## src/rtl/piso_shift_reg.sv

```systemverilog
// Parallel-in serial-out shift register with valid/ready load side.
// Words leave LSB first, one bit per CE-qualified clock, LAST on the final bit.
module piso_shift_reg #(
    parameter int WIDTH = 8,
    parameter logic [WIDTH-1:0] INIT = WIDTH'(8'hDE)
) (
    input  logic             CLK,
    input  logic             ASYNCRESET,
    input  logic [WIDTH-1:0] I,
    input  logic             VALID,
    output logic             READY,
    input  logic             CE,
    output logic             O,
    output logic             O_VALID,
    output logic             LAST
);

    localparam int CW = (WIDTH > 1) ? $clog2(WIDTH) : 1;
    localparam logic [CW-1:0] LAST_CNT = CW'(WIDTH - 1);

    typedef enum logic {
        IDLE  = 1'b0,
        SHIFT = 1'b1
    } state_t;

    state_t           state;
    logic [WIDTH-1:0] sreg;
    logic [CW-1:0]    cnt;

    logic busy;
    logic at_last;

    assign busy    = (state == SHIFT);
    assign at_last = (cnt == LAST_CNT);

    // Outputs decode straight from state so reset clears them without a clock.
    assign READY   = !busy && !ASYNCRESET;
    assign O_VALID = busy;
    assign O       = busy && sreg[0];
    assign LAST    = busy && at_last;

    always_ff @(posedge CLK or posedge ASYNCRESET) begin
        if (ASYNCRESET) begin
            state <= IDLE;
            sreg  <= INIT;
            cnt   <= '0;
        end else begin
            unique case (state)
                IDLE: begin
                    if (VALID) begin
                        state <= SHIFT;
                        sreg  <= I;
                        cnt   <= '0;
                    end
                end
                SHIFT: begin
                    if (CE) begin
                        if (at_last) begin
                            state <= IDLE;
                            sreg  <= INIT;
                            cnt   <= '0;
                        end else begin
                            sreg <= {1'b0, sreg[WIDTH-1:1]};
                            cnt  <= cnt + 1'b1;
                        end
                    end
                end
                default: begin
                    state <= IDLE;
                    sreg  <= INIT;
                    cnt   <= '0;
                end
            endcase
        end
    end

endmodule

```

## config.mk

```make
export PLATFORM = sky130hd
export DESIGN_NAME = piso_shift_reg
export DESIGN_NICKNAME = d
export VERILOG_FILES = /design/src/rtl/piso_shift_reg.sv
export SDC_FILE = /design/constraint.sdc
export NUM_CORES = 1
export LEC_CHECK = 0
export CORE_AREA = 3 3 46 48
export CTS_BUF_LIST = sky130_fd_sc_hd__clkbuf_2 sky130_fd_sc_hd__clkbuf_4 sky130_fd_sc_hd__clkbuf_8
export DETAILED_ROUTE_END_ITERATION = 7
export DIE_AREA = 0 0 49 51
export SYNTH_ARGS = -nofsm -noshare
export SYNTH_HDL_FRONTEND = slang
export SYNTH_SLANG_ARGS = --single-unit
```

## constraint.sdc

```tcl
create_clock -name CLK -period 1.8 [get_ports CLK]
set_input_delay 0.36 -clock CLK [delete_from_list [all_inputs] [get_ports CLK]]
set_output_delay 0.36 -clock CLK [all_outputs]
set_load 0.02 [all_outputs]
```

==> results by group <==
Setup path
  – Worst path slowest cell: dfrtp_1
  – Most frequent CP cell: ha_1
  – Reg2reg path depth: 5
  – Cell Chain, Critical Path: ha_1, ha_1, and2_1, buf_2
  – Worst path max stage delay: slightly below 0.4 ns
  – Worst EP required: around 1.4 ns
  – Critical path arrival: 1.34 ns
  – Critical Path End Type: primary output
  – Critical Path Stages: 4
  – WS Path Type: reg2out
  – Critical Path Source Type: flip-flop
  – Kind of cell adding the most delay to the critical path: adder cells
  – Largest fanout on the critical path: 2
  – CP Buf/Inv Count: 1

CTS
  – Worst skew pair latency: about 0.27 ns
  – CTS tree: yes
  – CTS Buf Count: 3
  – Root Buffer: clkbuf_4
  – H-tree depth reported by CTS: 1
  – Clock Sinks: 12
  – Clock slew at the register clock pins of the worst setup and hold paths: approximately 0.080 ns
  – Clock Path Buffers: 2

Pwr
  – Total net switching power: ~0.37 mW
  – Sequential share of power: between 40% and 50%
  – Comb power frac: around 39%
  – Static Leak: 0.386 nW
  – Power density over cell area: between 1000 and 1500 mW/mm²
  – Clock group share of total power: between 10% and 20%
  – Sw Share: roughly a third
  – Peak VDD IR: 0.762 mV
  – P_int: 0.807 mW

Layout
  – Antenna diodes: 0
  – Final #Nets: 98
  – Post-Layout Inst Area: roughly 870 µm²
  – Area Overhead vs Synth: 42.7%
  – Fin cells: ~110
  – Ratio of cells with drive above 1 in the final layout: 25.3%

Synthesis
  – Synthesis-stage register bit count: 12
  – Mux cell area share after synthesis: between 3 and 4%
  – Simple-gate share of the synthesized area: between 15 and 20%
  – Number of synthesized flops with an enable pin: 0
  – Synth Area in Compound Gates: 20.6%
  – Post-Syn Area per Cell: slightly above 10 µm²
  – Main synth FF type: dfstp_2
  – Syn Inst Count: between 50 and 60
  – Largest family of logic cells by synthesized area: compound AO/OA/AOI/OAI gates
  – Cell area after synthesis: between 600 and 700 µm²
  – Synth cell types: 28
  – Synth Area in Adders: slightly above 4%
  – Seq/Total Area, Yosys: slightly above 50%
  – Synth Net Count: 73
  – Synth warn: 0
  – Ys async rst share: 100%
  – Post-synthesis xor/xnor area fraction: 0%

Timing
  – Final hold vios: 0
  – Tcrit/Tclk final: around 95%
  – Max Clk Rate: 0.587 GHz
  – Slew margin rel.: between 60% and 70%
  – Clock skew: 0.00726 ns
  – Final Critical Period: roughly 1.7 ns
  – Final Slew Violations: 0
  – RSZ-0062 raised after global routing: false
  – Final setup violation count: 0
  – Worst-Margin Slew: a little under 0.5 ns

GRT
  – Number of global-route vias before repair: between 500 and 600
  – Global-route wire length before repair: ~2.4 mm
  – GRT Total Usage: a little over an eighth
  – Largest net degree at the start of global routing: 13
  – Total gr overflow: 0
  – Initial antenna violation count: 0

Run
  – Number of max-cap violations: 0

Floorplanning
  – Die width: about 49 µm
  – Total core area: ~0.0017 mm²
  – # rows: 15
  – Die height: just over 50 µm
  – Initial Utilization: a little over a third
  – I/O pins: 16
  – Die area: roughly 0.0025 mm²

Worst hold path
  – Hold Path Class: in2async

Routing
  – Post-DR wirelength/cell: roughly 13 µm
  – DRC viols: 0
  – Routed wire length: roughly 1.4 mm
  – Vias: 538
  – Post-route ant nets: 0
  – DR vias/cell: ~5
  – Pre-antenna DRT Iters: 4
  – Iteration-0 DRC Markers: 9

Placement
  – Inst Count DP: 102
  – Detail Placement HPWL: roughly 980 µm
  – Input/output buffers: 15
  – GPL Wtd Cong: between 0.7 and 0.8
  – Placed cell area: 817 µm²

Outcome
  – Status: finished, final reports clean
power groups by stage:
stage | Sequential [mW] | Clock, mW | Combinational [mW]
global placement | 0.513 | 0 | 0.441
CTS | 0.507 | 0.225 | 0.464
finish | 0.509 | 0.214 | 0.456
floorplan | 0.498 | 0 | 0.294
detailed placement | 0.514 | 0 | 0.448
global route | 0.528 | 0.237 | 0.509
per-stage QoR:
step | utilization, % | worst slack [ns] | hold slack [ns] | setup TNS (ns) | total power [mW]
5_1_grt | 49.6 | 0.0106 | 0.457 | 0 | 1.27
3_3_place_gp | 46.8 | -0.0250 | 0.455 | -0.0250 | 0.953
4_1_cts | 49.5 | 0.0113 | 0.433 | 0 | 1.20
3_5_place_dp | 46.8 | -0.0275 | 0.464 | -0.0325 | 0.962
2_1_floorplan | - | 0.302 | 0.220 | 0 | 0.792
6_report | 49.6 | 0.0956 | 0.419 | 0 | 1.18
synth_stat cells (all sizes together) (2+ instances only):
cell    instances  area (µm²)
o32ai           2        17.5
nand2           5        18.8
dfrtp           6         150
o21ai           3        15.0
o211ai          3        22.5
a221o           2        20.0
ha              2        25.0
nor2            6        25.0
and2            2        12.5
a21oi           2        10.0
dfstp           6         158
nor2b           2        12.5
inv             3        11.3
nand2b          2        12.5
layout by cell type, fill, tap and decap left out, drive strengths merged:
cell	instances
and2	2
dfstp	6
a21oi	2
ha	2
a31oi	1
o31ai	1
a32o	1
o21ai	3
a22o	1
mux2	1
clkdlybuf4s50	12
a211oi	1
nand2b	2
o32ai	2
dlygate4sd2	1
nor3	1
mux2i	1
a221o	2
and2b	1
nand3b	1
dlymetal6s2s	1
clkbuf	4
nor2b	2
buf	8
nand2	5
nor2	6
o211ai	3
inv	3
dfrtp	6
and3	1
state kept, by name (all words and copies together) (netlist names):
name,cells
sreg,8
cnt,3
O_VALID,1
worst paths after layout:
path | startpoint | endpoint | slack (ns)
min in group CLK | sreg[4] | sreg[4] | 0.47
hold reg to reg | sreg[4] | sreg[4] | 0.47
setup reg to reg | cnt[0] | sreg[7] | 0.34
setup / recovery | cnt[0] | LAST | 0.1
hold / removal | ASYNCRESET | sreg[0] | 0.42
max in group asynchronous | ASYNCRESET | sreg[7] | 1.03
layout make-up:
type	count	area, µm²
inverters	3	11.3
well taps	25	31.3
fillers	190	880
repair buffers	22	199
clock buffers	4	36.3
multi-input cells	42	279
flip-flops and latches	12	309
routing by layer:
metal | up-vias | track usage, % | wire length (µm)
li1 | 265 | - | -
met1 | 256 | 18.1 | 704
met2 | 15 | 18.1 | 591
met3 | 2 | 3.79 | 88
met4 | 0 | 7.11 | 7
met5 | - | 0 | 0
cells by family (layout without fill, tap and decap cells):
| group | count (synthesis) | in the layout |
|---|---|---|
| AND/OR/NAND/NOR | 21 | 21 |
| AO/OA/AOI/OAI | 17 | 17 |
| flip-flops | 12 | 12 |
| buffers and inverters | 5 | 29 |
| adder cells (fa/ha/maj) | 2 | 2 |
| multiplexers | 2 | 2 |
repair_timing:
item,4_1_cts,5_1_grt
hold buffers,0,0
endpoints found under the setup margin,4,1
hold endpoints to repair,0,0
gates resized for setup,6,1
setup buffers,2,0
Power figures use the tool's default switching activity.
